===== src/rtl/scan_coeff_sig_collector_pkg.sv =====
// Shared types for the RDOQ scan-side coefficient significance collector.
// Holds coefficient/scan-position types and the collector FSM states.
package rdoq_scan_pkg;

  localparam int COEF_W       = 16;
  localparam int MAX_CG       = 64;
  localparam int MAX_LOG2_BLK = 5;

  typedef logic signed [COEF_W-1:0] coef_t;
  typedef logic [9:0]               scan_pos_t;

  typedef enum logic [1:0] {
    IDLE,
    COLLECT,
    DRAIN,
    REPORT
  } col_state_e;

endpackage


===== src/rtl/scan_coeff_sig_collector_acc.sv =====
// Stage-1 beat register plus last-position / CG-flag / count accumulation.
// Read data lines up with the registered beat one cycle after the read.
module sig_accumulator
  import rdoq_scan_pkg::*;
#(
  parameter int COEF_W = 16,
  parameter int MAX_CG = 64
) (
  input  logic              clk,
  input  logic              rst,
  input  logic              clr_i,
  input  logic              beat_i,
  input  logic [9:0]        idx_i,
  input  logic [9:0]        addr_i,
  input  logic [5:0]        cg_i,
  input  logic [COEF_W-1:0] rd_data_i,
  output logic [9:0]        last_pos_o,
  output logic [9:0]        last_addr_o,
  output logic [MAX_CG-1:0] flags_o,
  output logic [10:0]       num_sig_o
);

  logic              s1_valid_q;
  logic [9:0]        s1_idx_q;
  logic [9:0]        s1_addr_q;
  logic [5:0]        s1_cg_q;

  logic [9:0]        last_pos_q, last_pos_d;
  logic [9:0]        last_addr_q, last_addr_d;
  logic [MAX_CG-1:0] flags_q, flags_d;
  logic [10:0]       num_q, num_d;
  logic              hit;

  assign hit = s1_valid_q && (rd_data_i != '0);

  always_comb begin
    last_pos_d  = last_pos_q;
    last_addr_d = last_addr_q;
    flags_d     = flags_q;
    num_d       = num_q;
    if (clr_i) begin
      last_pos_d  = '0;
      last_addr_d = '0;
      flags_d     = '0;
      num_d       = '0;
    end else if (hit) begin
      last_pos_d       = s1_idx_q;
      last_addr_d      = s1_addr_q;
      flags_d[s1_cg_q] = 1'b1;
      num_d            = num_q + 11'd1;
    end
  end

  always_ff @(posedge clk) begin
    if (rst) begin
      s1_valid_q  <= 1'b0;
      s1_idx_q    <= '0;
      s1_addr_q   <= '0;
      s1_cg_q     <= '0;
      last_pos_q  <= '0;
      last_addr_q <= '0;
      flags_q     <= '0;
      num_q       <= '0;
    end else begin
      s1_valid_q  <= beat_i;
      if (beat_i) begin
        s1_idx_q  <= idx_i;
        s1_addr_q <= addr_i;
        s1_cg_q   <= cg_i;
      end
      last_pos_q  <= last_pos_d;
      last_addr_q <= last_addr_d;
      flags_q     <= flags_d;
      num_q       <= num_d;
    end
  end

  assign last_pos_o  = last_pos_q;
  assign last_addr_o = last_addr_q;
  assign flags_o     = flags_q;
  assign num_sig_o   = num_q;

endmodule


===== src/rtl/scan_coeff_sig_collector.sv =====
// Collects RDOQ pre-pass significance results over one scanned block.
// Optional scan index sequence checking: define SCAN_SEQ_CHECK_EN.
module scan_coeff_sig_collector
  import rdoq_scan_pkg::*;
#(
  parameter int COEF_W = 16,
  parameter int MAX_CG = 64
) (
  input  logic              clk,
  input  logic              rst,
  input  logic              start,
  input  logic [2:0]        log2_blk_w,
  input  logic [2:0]        log2_blk_h,
  input  logic              scan_valid,
  input  logic [9:0]        scan_index,
  input  logic [9:0]        scan_addr,
  input  logic [9:0]        scan_cg_addr,
  output logic              coef_rd_en,
  output logic [9:0]        coef_rd_addr,
  input  logic [COEF_W-1:0] coef_rd_data,
  output logic              result_valid,
  output logic [9:0]        last_scan_pos,
  output logic [9:0]        last_raster_addr,
  output logic [MAX_CG-1:0] sig_cg_flags,
  output logic [10:0]       num_sig,
  output logic              all_zero,
  output logic              busy,
  output logic              seq_err
);

  col_state_e  state_q, state_d;
  logic [10:0] total_q;
  logic        all_zero_q;
  logic        clr;
  logic        last_hit;
  logic        unused_cg;

  assign unused_cg = ^scan_cg_addr[9:6];
  assign last_hit  = scan_valid && ({1'b0, scan_index} == total_q - 11'd1);

  always_comb begin
    state_d = state_q;
    clr     = 1'b0;
    unique case (state_q)
      IDLE: begin
        if (start) begin
          clr     = 1'b1;
          state_d = COLLECT;
        end
      end
      COLLECT: if (last_hit) state_d = DRAIN;
      DRAIN:   state_d = REPORT;
      REPORT:  state_d = IDLE;
      default: state_d = IDLE;
    endcase
  end

  always_ff @(posedge clk) begin
    if (rst) begin
      state_q    <= IDLE;
      total_q    <= '0;
      all_zero_q <= 1'b0;
    end else begin
      state_q <= state_d;
      if (clr) begin
        total_q    <= 11'd1 << ({1'b0, log2_blk_w} + {1'b0, log2_blk_h});
        all_zero_q <= 1'b0;
      end else if (state_q == REPORT) begin
        all_zero_q <= (num_sig == '0);
      end
    end
  end

  assign coef_rd_en   = (state_q == COLLECT) && scan_valid;
  assign coef_rd_addr = coef_rd_en ? scan_addr : '0;
  assign result_valid = (state_q == REPORT);
  assign busy         = (state_q == COLLECT) || (state_q == DRAIN);
  // all_zero must be valid during the report pulse itself, then holds
  assign all_zero     = result_valid ? (num_sig == '0) : all_zero_q;

  sig_accumulator #(
    .COEF_W (COEF_W),
    .MAX_CG (MAX_CG)
  ) u_acc (
    .clk         (clk),
    .rst         (rst),
    .clr_i       (clr),
    .beat_i      (coef_rd_en),
    .idx_i       (scan_index),
    .addr_i      (scan_addr),
    .cg_i        (scan_cg_addr[5:0]),
    .rd_data_i   (coef_rd_data),
    .last_pos_o  (last_scan_pos),
    .last_addr_o (last_raster_addr),
    .flags_o     (sig_cg_flags),
    .num_sig_o   (num_sig)
  );

`ifdef SCAN_SEQ_CHECK_EN
  logic [9:0] exp_idx_q;
  logic       seq_err_q;

  always_ff @(posedge clk) begin
    if (rst) begin
      exp_idx_q <= '0;
      seq_err_q <= 1'b0;
    end else if (clr) begin
      exp_idx_q <= '0;
      seq_err_q <= 1'b0;
    end else if (coef_rd_en) begin
      exp_idx_q <= exp_idx_q + 10'd1;
      if (scan_index != exp_idx_q) seq_err_q <= 1'b1;
    end
  end

  assign seq_err = seq_err_q;
`else
  assign seq_err = 1'b0;
`endif

endmodule


===== config.mk =====
export PLATFORM = sky130hd
export DESIGN_NAME = scan_coeff_sig_collector
export DESIGN_NICKNAME = d
export VERILOG_FILES = /design/src/rtl/scan_coeff_sig_collector_pkg.sv /design/src/rtl/scan_coeff_sig_collector_acc.sv /design/src/rtl/scan_coeff_sig_collector.sv
export SDC_FILE = /design/constraint.sdc
export NUM_CORES = 1
export LEC_CHECK = 0
export CORE_UTILIZATION = 45
export DETAILED_ROUTE_END_ITERATION = 10
export PLACE_DENSITY = 0.75
export REMOVE_ABC_BUFFERS = 1
export SYNTH_ARGS = -nofsm -noshare
export SYNTH_HDL_FRONTEND = slang
export SYNTH_HIERARCHICAL = 1
export SYNTH_SLANG_ARGS = --single-unit

===== constraint.sdc =====
create_clock -name clk -period 6.7 [get_ports clk]
set_input_delay 1.005 -clock clk [delete_from_list [all_inputs] [get_ports clk]]
set_output_delay 1.005 -clock clk [all_outputs]
set_load 0.005 [all_outputs]

# == Word-level counts from Yosys, hierarchy flattened ==
# Index checks and enable logic that the tools add are counted.
# totals
reg_bits,136
inputBits,56
out_inout_bits,110
word_cells,43
# classes
addsub,3
order_cmp,2
eq_ne,6
shifts,1
n_mux,9
bitwise_logic,1
n_reduce_logical,10
# op_table
cell,n
$or 64x64->64,1
$reduce_bool 16->1,1
$add 11x1->11 const B,1
$eq 10x11->1,1
$logic_not 11->1,1
$shl 1x4->11 const A,1
$sub 11x1->11 const B,1
$mux 10,1
$pmux 2 s4,1
$lt 6x7->1 const B,1
$demux 1 s6,1
$ge 6x1->1 const B,1
$add 3x3->4,1
$eq 2x2->1 const B,2
$logic_and 1x1->1,4
$mux 1,4
$mux 2,2
$ne 2x2->1 const B,2
$eq 2x1->1 const B,1
$logic_not 2->1,1
$reduce_and 2->1,1
$reduce_or 2->1,1
$logic_or 1x1->1,1

# == Logic depth before layout (Yosys ltp) ==
# Gate-level depths: netlist of run 1.
# logic_depth
word_depth,5
depth_mapped,10
ltp_nobuf,9

# == Cells and area by module ==
# The synthesis of run 1 kept the hierarchy.
# modules_own_cells
module,n_inst,cells_each,area_each_um2,seq_area_each_um2
sig_accumulator,1,482,4563.1,2442.3
scan_coeff_sig_collector,1,137,1176.1,280.3

# == Worst setup path after synthesis of run 1 ==
# OpenSTA, ideal clock, no wires.
# synth_path
path_kind,in2reg
start,input port coef_rd_data[2]
end,register u_acc.flags_q[10] (netlist: u_acc/flags_o[10])
setup_time_ns,0.128
t_arrival_ns,2.525
required_time_ns,6.572
slack_ns,4.047
cell_stages,6
n_path_buf,2
cell_sequence,or4_1 or4_4 buf_6 buf_8 a31oi_1 nor2_1
# synth_via
elab_chain_len,2
# synth_lines
item,line,text
start: declaration,scan_coeff_sig_collector.sv:20,"input logic [COEF_W-1:0] coef_rd_data,"
$reduce_bool 16->1,scan_coeff_sig_collector_acc.sv:34,assign hit = s1_valid_q && (rd_data_i != '0);
$logic_and 1x1->1,scan_coeff_sig_collector_acc.sv:34,
end signal: assignment,scan_coeff_sig_collector_acc.sv:73,flags_q <= flags_d;
end: declaration,scan_coeff_sig_collector_acc.sv:30,"logic [MAX_CG-1:0] flags_q, flags_d;"
# Every way passes these cells.
# A chain may end at the register's enable or synchronous reset.

# == Worst setup path after layout of run 1 ==
# layout_path
start,input port scan_valid
end,output port coef_rd_en
# layout_via
elab_chain_len,1
# layout_lines
item,line,text
start: declaration,scan_coeff_sig_collector.sv:14,"input logic scan_valid,"
$logic_and 1x1->1,scan_coeff_sig_collector.sv:74,assign coef_rd_en = (state_q == COLLECT) && scan_valid;
end: declaration,scan_coeff_sig_collector.sv:18,"output logic coef_rd_en,"
# Every way passes these cells.

==> results of run 1 <==
==> sequential cells by signal, indices dropped and copies added (netlist names) <==
name,cells
u_acc/last_addr_o,10
u_acc/s1_valid_q,1
state_q,2
u_acc/num_sig_o,11
u_acc/flags_o,64
u_acc/s1_cg_q,6
u_acc/s1_addr_q,10
u_acc/last_pos_o,10
total_q,11
u_acc/s1_idx_q,10
all_zero_q,1
==> layout make-up <==
| cell class | instances | area [um2] |
|---|---|---|
| sequential | 136 | 2720 |
| clock buffer | 20 | 457 |
| tap | 168 | 210 |
| inverter | 12 | 45.0 |
| multi-input combinational | 433 | 2710 |
| clock inverter | 12 | 150 |
| timing repair buffer | 164 | 1630 |
| fill | 1039 | 4280 |
==> power by group through the flow <==
stage                     Sequential (uW)  Clock, uW  Combinational [uW]
after global placement                883          0                 343
final                                 868        945                 353
after global routing                  872       1000                 388
after floorplan                       877          0                 221
after detailed placement              885          0                 354
after CTS                             868        958                 356
==> worst max-delay path, cell delays in order <==
cell	delay, ns
clkdlybuf4s50_1	0.70
and2_2	0.82
clkdlybuf4s50_1	0.65
==> logic make-up (layout without fill, tap and decap cells) <==
family                   count (synthesis)  after routing  share of synthesized area [%]
AO/OA/AOI/OAI                          133            133                           16.3
XOR/XNOR                                15             15                           2.29
adder cells (fa/ha/maj)                 11             11                           2.53
buffers and inverters                   50            208                           5.38
flip-flops                             136            136                           47.4
multiplexers                            29             29                           5.06
other                                    1              1                         0.0653
AND/OR/NAND/NOR                        244            244                           21.0
==> metrics by stage <==
step           utilization [%]  power [uW]  cells
6_report                  64.9        2170    945
3_5_place_dp              59.9        1240    913
5_1_grt                   64.9        2260    945
4_1_cts                   64.9        2180    945
3_3_place_gp              59.9        1230    913
2_1_floorplan                -        1100    581
==> per-layer routing <==
| metal | up-vias | track usage (%) | routed length (um) | part of all wire [%] |
|---|---|---|---|---|
| met3 | 9 | 6.64 | 893 | 6.0 |
| met2 | 190 | 41.0 | 7560 | 51 |
| met1 | 2426 | 26.6 | 6300 | 42 |
| met4 | 0 | 5.54 | 79 | 0.53 |
| li1 | 2460 | - | - | - |
| met5 | - | 0 | 0 | 0 |
==> cells in the final DEF, fill, tap and decap left out, types with 3 or more instances in the layout <==
master / netlist / routed
nand3_1: 7 / 7
nand2_1: 71 / 71
or4_1: 4 / 4
dfxtp_1: 136 / 136
and2_1: 5 / 4
nor2_1: 73 / 72
a32o_1: 3 / 3
nand2_2: 20 / 20
a21oi_2: 20 / 20
mux2i_1: 29 / 29
nand3b_1: 4 / 4
clkinvlp_4: 0 / 3
o21ai_0: 38 / 38
nand4_1: 4 / 4
xnor2_1: 7 / 7
buf_4: 4 / 4
clkbuf_16: 0 / 17
bufinv_16: 0 / 3
nor4_1: 4 / 4
or3_1: 7 / 7
inv_1: 12 / 12
clkinv_2: 0 / 4
a22o_1: 8 / 8
and3_1: 15 / 15
a21oi_1: 11 / 11
or4_4: 3 / 3
nor3b_1: 3 / 3
xor2_1: 8 / 8
nand2b_1: 3 / 3
a31oi_1: 33 / 33
nor2b_1: 5 / 5
clkdlybuf4s50_1: 0 / 160
nor3_1: 9 / 9
ha_1: 10 / 10
==> worst max path at each step <==
stage | startpoint | to | slack [ns] | cells after the start
global route | scan_valid | coef_rd_en | 2.39 | 3
finish | scan_valid | coef_rd_en | 2.50 | 3
detailed placement | scan_valid | coef_rd_en | 2.49 | 3
floorplan | coef_rd_data[2] | u_acc/flags_o[0] | 3.24 | 4
global placement | scan_valid | coef_rd_en | 2.51 | 3
CTS | scan_valid | coef_rd_en | 2.48 | 3
==> results.json, run 1 <==
{
  "grt_setup_unrepaired": "false",
  "min_period_over_period_pct": 62.7,
  "firstDrtPassIters": 5,
  "cts_max_level": 4,
  "cts_hold_buf": 0,
  "fp-row-count": 40,
  "vias": 5085,
  "swShare_pct": 26.5,
  "tightest_slew_ns": 1.32,
  "p_int_uw": 1590,
  "hold_path_depth": 2,
  "synth.most_common_cell": "dfxtp_1",
  "hpwl_um": 10400,
  "synth.avg_cell_area_um2": 9.27,
  "synth_warnings": 6,
  "cts_resized": 0,
  "drive_gt1_share_pct": 11.5,
  "die_h_um": 115,
  "dpl_cell_area_um2": 7320,
  "grt_pass1_wl_um": 23400,
  "hold_slack_ns": 0.457,
  "max-vdd-ir-drop_uv": 173,
  "syn-cell-area_um2": 5740,
  "synth_cell_type_count": 59,
  "synthFlopType": "dfxtp_1",
  "hold_end": "u_acc/last_pos_o[8]",
  "fin_area_um2": 7930,
  "synth_edf_count": 0,
  "chipWidth_um": 115,
  "rr_startpoint": "state_q[0]",
  "clk_latency_ns": 0.41,
  "yosys-top-cells-count": "136 x dfxtp_1, 73 x nor2_1, 71 x nand2_1",
  "antenna_left": 0,
  "cp-start-kind": "input port",
  "drcViolationCount": 0,
  "hp-class": "register to register",
  "slew_headroom_pct": 12.1,
  "cts_buffer_depth": 2,
  "maxSlewViolCount": 0,
  "port-buffer-count": 160,
  "reg2regPathDepth": 8,
  "vias_per_cell": 5.38,
  "grt_max_degree": 39,
  "grt_remaining_overflow": 0,
  "ys_seq_elements": 136,
  "min-delay-start": "u_acc/s1_idx_q[8]",
  "clock_sinks": 136,
  "r2r_setup_slack_ns": 4.06,
  "gp_congestion": 0.823,
  "grt.total_usage_pct": 22.8,
  "setup_tns_ns": 0,
  "drt_iter0_markers": 418,
  "postCtsSetupBuffers": 0,
  "yosysTopAreaCellShare_pct": 47.4,
  "cts_made_buffers": 17,
  "worst_slack_ns": 2.50,
  "n_antenna_cell": 0,
  "status": "completed",
  "p_leak_uw": 0.00279,
  "start_util_pct": 47.0,
  "seq_power_share_pct": 40.1,
  "syn2layout_area_growth_pct": 38.1,
  "cp.arrival_ns": 3.19,
  "crit_path_end_kind": "output pin",
  "r2r-end": "u_acc/flags_o[57]",
  "die_area_um2": 13200,
  "clkPwrFrac_pct": 43.6,
  "setup_violations": 0,
  "combPwrFrac_pct": 16.3,
  "pre_cts_ws_ns": 2.49,
  "routed_wl_um": 14800,
  "criticalPathCategory": "input port to output pin",
  "hold_violations": 0,
  "nets": 831,
  "postSynthCellCount": 619,
  "cts.clk_slew.worst_paths_ns": 0.06,
  "min_period_ns": 4.20,
  "max_freq_mhz": 238,
  "pin_count": 166,
  "cts_root_buf": "clkbuf_16",
  "path_max_fanout": 28,
  "wl_per_cell_um": 15.7,
  "worst_ep_required_time_ns": 5.69,
  "cts_tree": "done",
  "p_sw_uw": 573,
  "fin_skew_ns": 0.00536,
  "max_cap_violations": 0,
  "core_um2": 12200,
  "first_global_vias": 4749,
  "synthTopCellsByArea": "dfxtp_1 47%, mux2i_1 5.1%, nor2_1 4.8%, nand2_1 4.6%, a31oi_1 3.6%",
  "synth_top_cell_by_area": "dfxtp_1",
  "p_per_area_nw_per_um2": 273,
  "ys_seq_area_share_pct": 47.4,
  "antenna_found_initial": 0,
  "async_reset_ff_share_pct": 0
}
(Power assumes the default switching activity.)
==> run 2: changes to the inputs <==
clock period = 4.2 ns   (was 6.7 ns; I/O delays follow)
==> run 2 against run 1 <==
Clock power increased by 59%. Hold slack got worse by 0.0032 ns. Sequential share of layout area about the same. Largest cell class unchanged. Largest power group unchanged.
==> results.json, run 2 (synthesis gave the netlist of run 1 again) <==
{
  "layout.cells.most_common_list": "160 x clkdlybuf4s50_1, 136 x dfxtp_1, 72 x nor2_1",
  "start_util_pct": 47.0,
  "clk_latency_ns": 0.42,
  "cts.clk_slew.worst_paths_ns": 0.06,
  "antenna_left": 0,
  "core_um2": 12200,
  "n_antenna_cell": 0,
  "fin_skew_ns": 0.00957,
  "cts_root_buf": "clkbuf_16",
  "drt_iter0_markers": 417,
  "die_h_um": 115,
  "grt_pass1_wl_um": 23500,
  "p_leak_uw": 0.00279,
  "cts_buffer_depth": 2,
  "gp_congestion": 0.845,
  "hpwl_um": 10700,
  "cp-start-kind": "register",
  "clock_sinks": 136,
  "setup_tns_ns": 0,
  "grt_remaining_overflow": 0,
  "wl_per_cell_um": 15.9,
  "slew_headroom_pct": 12.6,
  "r2r_setup_slack_ns": 1.57,
  "pin_count": 166,
  "grt_max_degree": 46,
  "postCtsSetupBuffers": 0,
  "r2r-end": "u_acc/flags_o[57]",
  "syn2layout_area_growth_pct": 38.2,
  "min-delay-start": "u_acc/s1_addr_q[0]",
  "grt_setup_unrepaired": "false",
  "cts_tree": "done",
  "firstDrtPassIters": 6,
  "largest_reg_flops": 64,
  "chipWidth_um": 115,
  "die_area_um2": 13200,
  "antenna_found_initial": 0,
  "dp.cells": 914,
  "grt.total_usage_pct": 23.0,
  "maxSlewViolCount": 0,
  "drcViolationCount": 0,
  "nets": 832,
  "max_freq_mhz": 362,
  "max-vdd-ir-drop_uv": 230,
  "first_global_vias": 4856,
  "routed_wl_um": 15100,
  "cts_hold_buf": 0,
  "status": "completed",
  "reg2regPathDepth": 8,
  "drive_gt1_share_pct": 11.7,
  "port-buffer-count": 160,
  "final_cell_count_no_fill": 946,
  "crit_path_end_kind": "output pin",
  "criticalPathCategory": "register to output pin",
  "rr_startpoint": "state_q[0]",
  "vias_per_cell": 5.38,
  "cts_max_level": 4,
  "hold_violations": 0,
  "hold_end": "u_acc/last_addr_o[0]",
  "fp-row-count": 40,
  "setup_violations": 0,
  "min_period_over_period_pct": 65.8,
  "max_cap_violations": 0,
  "p_per_area_nw_per_um2": 435,
  "cp.arrival_ns": 2.13,
  "final_common_cell": "clkdlybuf4s50_1",
  "min_period_ns": 2.76,
  "cts_made_buffers": 17,
  "hold_path_depth": 2,
  "path_max_fanout": 13,
  "vias": 5091,
  "cts_resized": 0,
  "tightest_slew_ns": 1.31,
  "worst_ep_required_time_ns": 3.57,
  "hp-class": "register to register"
}
## run 2: cell types whose count changed in the layout (fill, tap and decap cells not counted)
cell,delta
clkbuf_1,-1
clkinv_4,-1
buf_4,+1
inv_6,+3
clkbuf_8,-2
clkinvlp_4,+1
## run 2: power breakdown
group / internal [uW] / switching [uW] / total [uW] / leakage, uW
registers: 1340 / 47.0 / 1380 / 0.00110
logic: 242 / 326 / 568 / 0.00141
clock network: 933 / 566 / 1500 / 0.000286
total: 2510 / 939 / 3450 / 0.00279
## run 2: how the worst max path moves through the flow
stage                               start            endpoint
after CTS                      state_q[1]     coef_rd_addr[1]
final                          state_q[1]          coef_rd_en
after floorplan           coef_rd_data[2]    u_acc/flags_o[0]
after global placement                rst  u_acc/num_sig_o[8]
after detailed placement              rst  u_acc/num_sig_o[8]
after global routing           state_q[1]          coef_rd_en
## run 2: final cells by class
class | instances | area (um2)
clock buffers | 17 | 425
multi-input cells | 433 | 2710
inverters | 12 | 45.0
flip-flops and latches | 136 | 2720
well taps | 168 | 210
fillers | 1017 | 4280
clock inverters | 15 | 175
repair buffers | 165 | 1640
## run 2: per-stage QoR
stage / util [%] / area, um2 / worst slack, ns / hold WS [ns] / total power (uW)
after floorplan: - / 5480 / 1.12 / 0.431 / 1750
after global placement: 60.0 / 7330 / 1.15 / 0.439 / 1960
after detailed placement: 60.0 / 7330 / 1.07 / 0.445 / 1980
after CTS: 64.9 / 7930 / 1.39 / 0.457 / 3480
after global routing: 64.9 / 7930 / 1.29 / 0.473 / 3600
final: 64.9 / 7930 / 1.44 / 0.454 / 3450
## run 2: critical path: stages (launching register included)
cell and delay [ns]:
dfxtp_1 0.34, inv_1 0.10, ha_1 0.50, and2_2 0.28, clkdlybuf4s50_1 0.50
## run 2: routing by layer
| layer | track usage (%) | part of all wire, % | wire length [um] | vias to the layer above |
|---|---|---|---|---|
| met2 | 41.6 | 52 | 7840 | 181 |
| met3 | 6.11 | 5.7 | 859 | 18 |
| met5 | 0 | 0 | 0 | - |
| met1 | 26.0 | 41 | 6210 | 2437 |
| li1 | - | - | - | 2455 |
| met4 | 8.40 | 1.1 | 163 | 0 |
==> run 3: changes to the inputs <==
CORE_UTILIZATION = 43   (was 45)
clock period = 2.25 ns   (was 4.2 ns; I/O delays follow)
==> run 3 against run 2 <==
Via count increased by 2.3%. Clock-buffer cell count increased by 3. Die area increased by 4.6%. Cell area increased by 4.5%. Register-to-register slack got worse by 1.4 ns. Routed wire length increased by 0.39%. Largest power group unchanged. Highest routed layer unchanged.
==> results.json, run 3 (synthesis gave the netlist of run 1 again) <==
{
  "grt_setup_unrepaired": "false",
  "antenna_found_initial": 0,
  "max-vdd-ir-drop_uv": 527,
  "crit_path_end": "coef_rd_addr[0]",
  "cp-startpoint": "state_q[1]",
  "fin_area_um2": 8290,
  "min_period_over_period_pct": 97.2,
  "cts_buffer_depth": 2,
  "cp_slowest_cell": "clkdlybuf4s50_1",
  "setup_violations": 0,
  "path_max_fanout": 7,
  "worst_slack_ns": 0.0631,
  "final_common_cell": "clkdlybuf4s50_1",
  "antenna_left": 0,
  "cts_tree": "done",
  "gp_congestion": 0.837,
  "tightest_slew_ns": 0.749,
  "cp-start-kind": "register",
  "grt_max_degree": 34,
  "chipWidth_um": 118,
  "port-buffer-count": 160,
  "drive_gt1_share_pct": 15.3,
  "reg2regPathDepth": 9,
  "n_antenna_cell": 0,
  "clock_sinks": 136,
  "die_h_um": 118,
  "die_area_um2": 13800,
  "dpl_cell_area_um2": 7570,
  "wl_per_cell_um": 15.5,
  "cts_max_level": 4,
  "criticalPathCategory": "register to output pin",
  "clk_latency_ns": 0.42,
  "grt_pass1_wl_um": 24300,
  "maxSlewViolCount": 0,
  "vias_per_cell": 5.33,
  "core_um2": 12800,
  "rr_startpoint": "total_q[0]",
  "grt_remaining_overflow": 0,
  "worst_ep_required_time_ns": 1.91,
  "slew_headroom_pct": 49.9,
  "p_per_area_nw_per_um2": 822,
  "cts_hold_buf": 0,
  "firstDrtPassIters": 5,
  "r2r-end": "state_q[0]",
  "status": "completed",
  "nets": 859,
  "hold_slack_ns": 0.448,
  "cp.arrival_ns": 1.85,
  "p_leak_uw": 0.00299,
  "cts_root_buf": "clkbuf_16",
  "drt_iter0_markers": 389,
  "routed_wl_um": 15100,
  "start_util_pct": 44.8,
  "max_stage_delay_ns": 0.44,
  "crit_path_cell_trace": "inv_2, ha_4, buf_4, and3_1, clkdlybuf4s50_1",
  "grt.total_usage_pct": 22.0,
  "largest_reg_flops": 64,
  "cts_made_buffers": 17,
  "hold_violations": 0,
  "drcViolationCount": 0,
  "hp-class": "register to register",
  "dp.cells": 943,
  "first_global_vias": 4888,
  "pin_count": 166,
  "r2r_setup_slack_ns": 0.18,
  "min_period_ns": 2.19,
  "cts.clk_slew.worst_paths_ns": 0.06,
  "vias": 5206,
  "fin_skew_ns": 0.00721,
  "layout.cells.most_common_list": "159 x clkdlybuf4s50_1, 135 x dfxtp_1, 72 x nor2_1",
  "hpwl_um": 10900,
  "syn2layout_area_growth_pct": 44.4,
  "max_freq_mhz": 457,
  "max_cap_violations": 0,
  "final_cell_count_no_fill": 977,
  "fp-row-count": 41,
  "crit_path_end_kind": "output pin",
  "pre_cts_ws_ns": -0.276
}
[run 3: per-stage QoR]
stage | setup TNS, ns | total power [uW] | utilization, %
after floorplan | -15.46 | 3270 | -
after global routing | 0 | 7080 | 64.6
final | 0 | 6820 | 64.6
after detailed placement | -17.31 | 3790 | 59.0
after global placement | -15.45 | 3750 | 59.0
after CTS | 0 | 6840 | 64.3
[run 3: power by group]
group / leakage [uW] / switching [uW] / internal (uW) / total [uW]
combinational: 0.00158 / 640 / 564 / 1200
sequential: 0.00110 / 92.6 / 2500 / 2590
clock: 0.000310 / 1030 / 1990 / 3020
[run 3: critical path, delay by kind of cell (launching register included)]
kind / cells / cell delay (ns)
buffers and inverters: 3 / 0.68
flip-flops: 1 / 0.39
adder cells (fa/ha/maj): 1 / 0.19
AND/OR/NAND/NOR: 1 / 0.16
[run 3: per-layer routing]
layer / vias to the layer above / track usage, % / share of wire [%]
met4: 0 / 7.37 / 1.1
li1: 2514 / - / -
met3: 19 / 4.99 / 6.1
met1: 2457 / 27.1 / 42
met2: 216 / 37.9 / 51
met5: - / 0 / 0
[run 3: layout make-up]
cell class | count | area (um2)
sequential | 136 | 2720
timing repair buffer | 192 | 1890
inverter | 12 | 45.0
tap | 172 | 215
fill | 1023 | 4540
multi-input combinational | 433 | 2770
clock inverter | 12 | 198
clock buffer | 20 | 447
[run 3: how the worst min path moves through the flow]
stage                 startpoint           endpoint  slack (ns)  cells past startpoint
4_1_cts        u_acc/flags_o[44]  u_acc/flags_o[44]        0.45                      2
2_1_floorplan                rst   u_acc/s1_valid_q        0.41                      1
3_3_place_gp   u_acc/flags_o[36]  u_acc/flags_o[36]        0.44                      2
3_5_place_dp   u_acc/flags_o[44]  u_acc/flags_o[44]        0.44                      2
6_report       u_acc/flags_o[53]  u_acc/flags_o[53]        0.45                      2
5_1_grt        u_acc/flags_o[44]  u_acc/flags_o[44]        0.47                      2
[run 3: what timing repair did]
item / 4_1_cts / 5_1_grt
buffers inserted: 1 / 1
setup endpoints to repair: 12 / 8
pin swaps: 2 / 2
resized for setup: 6 / 6
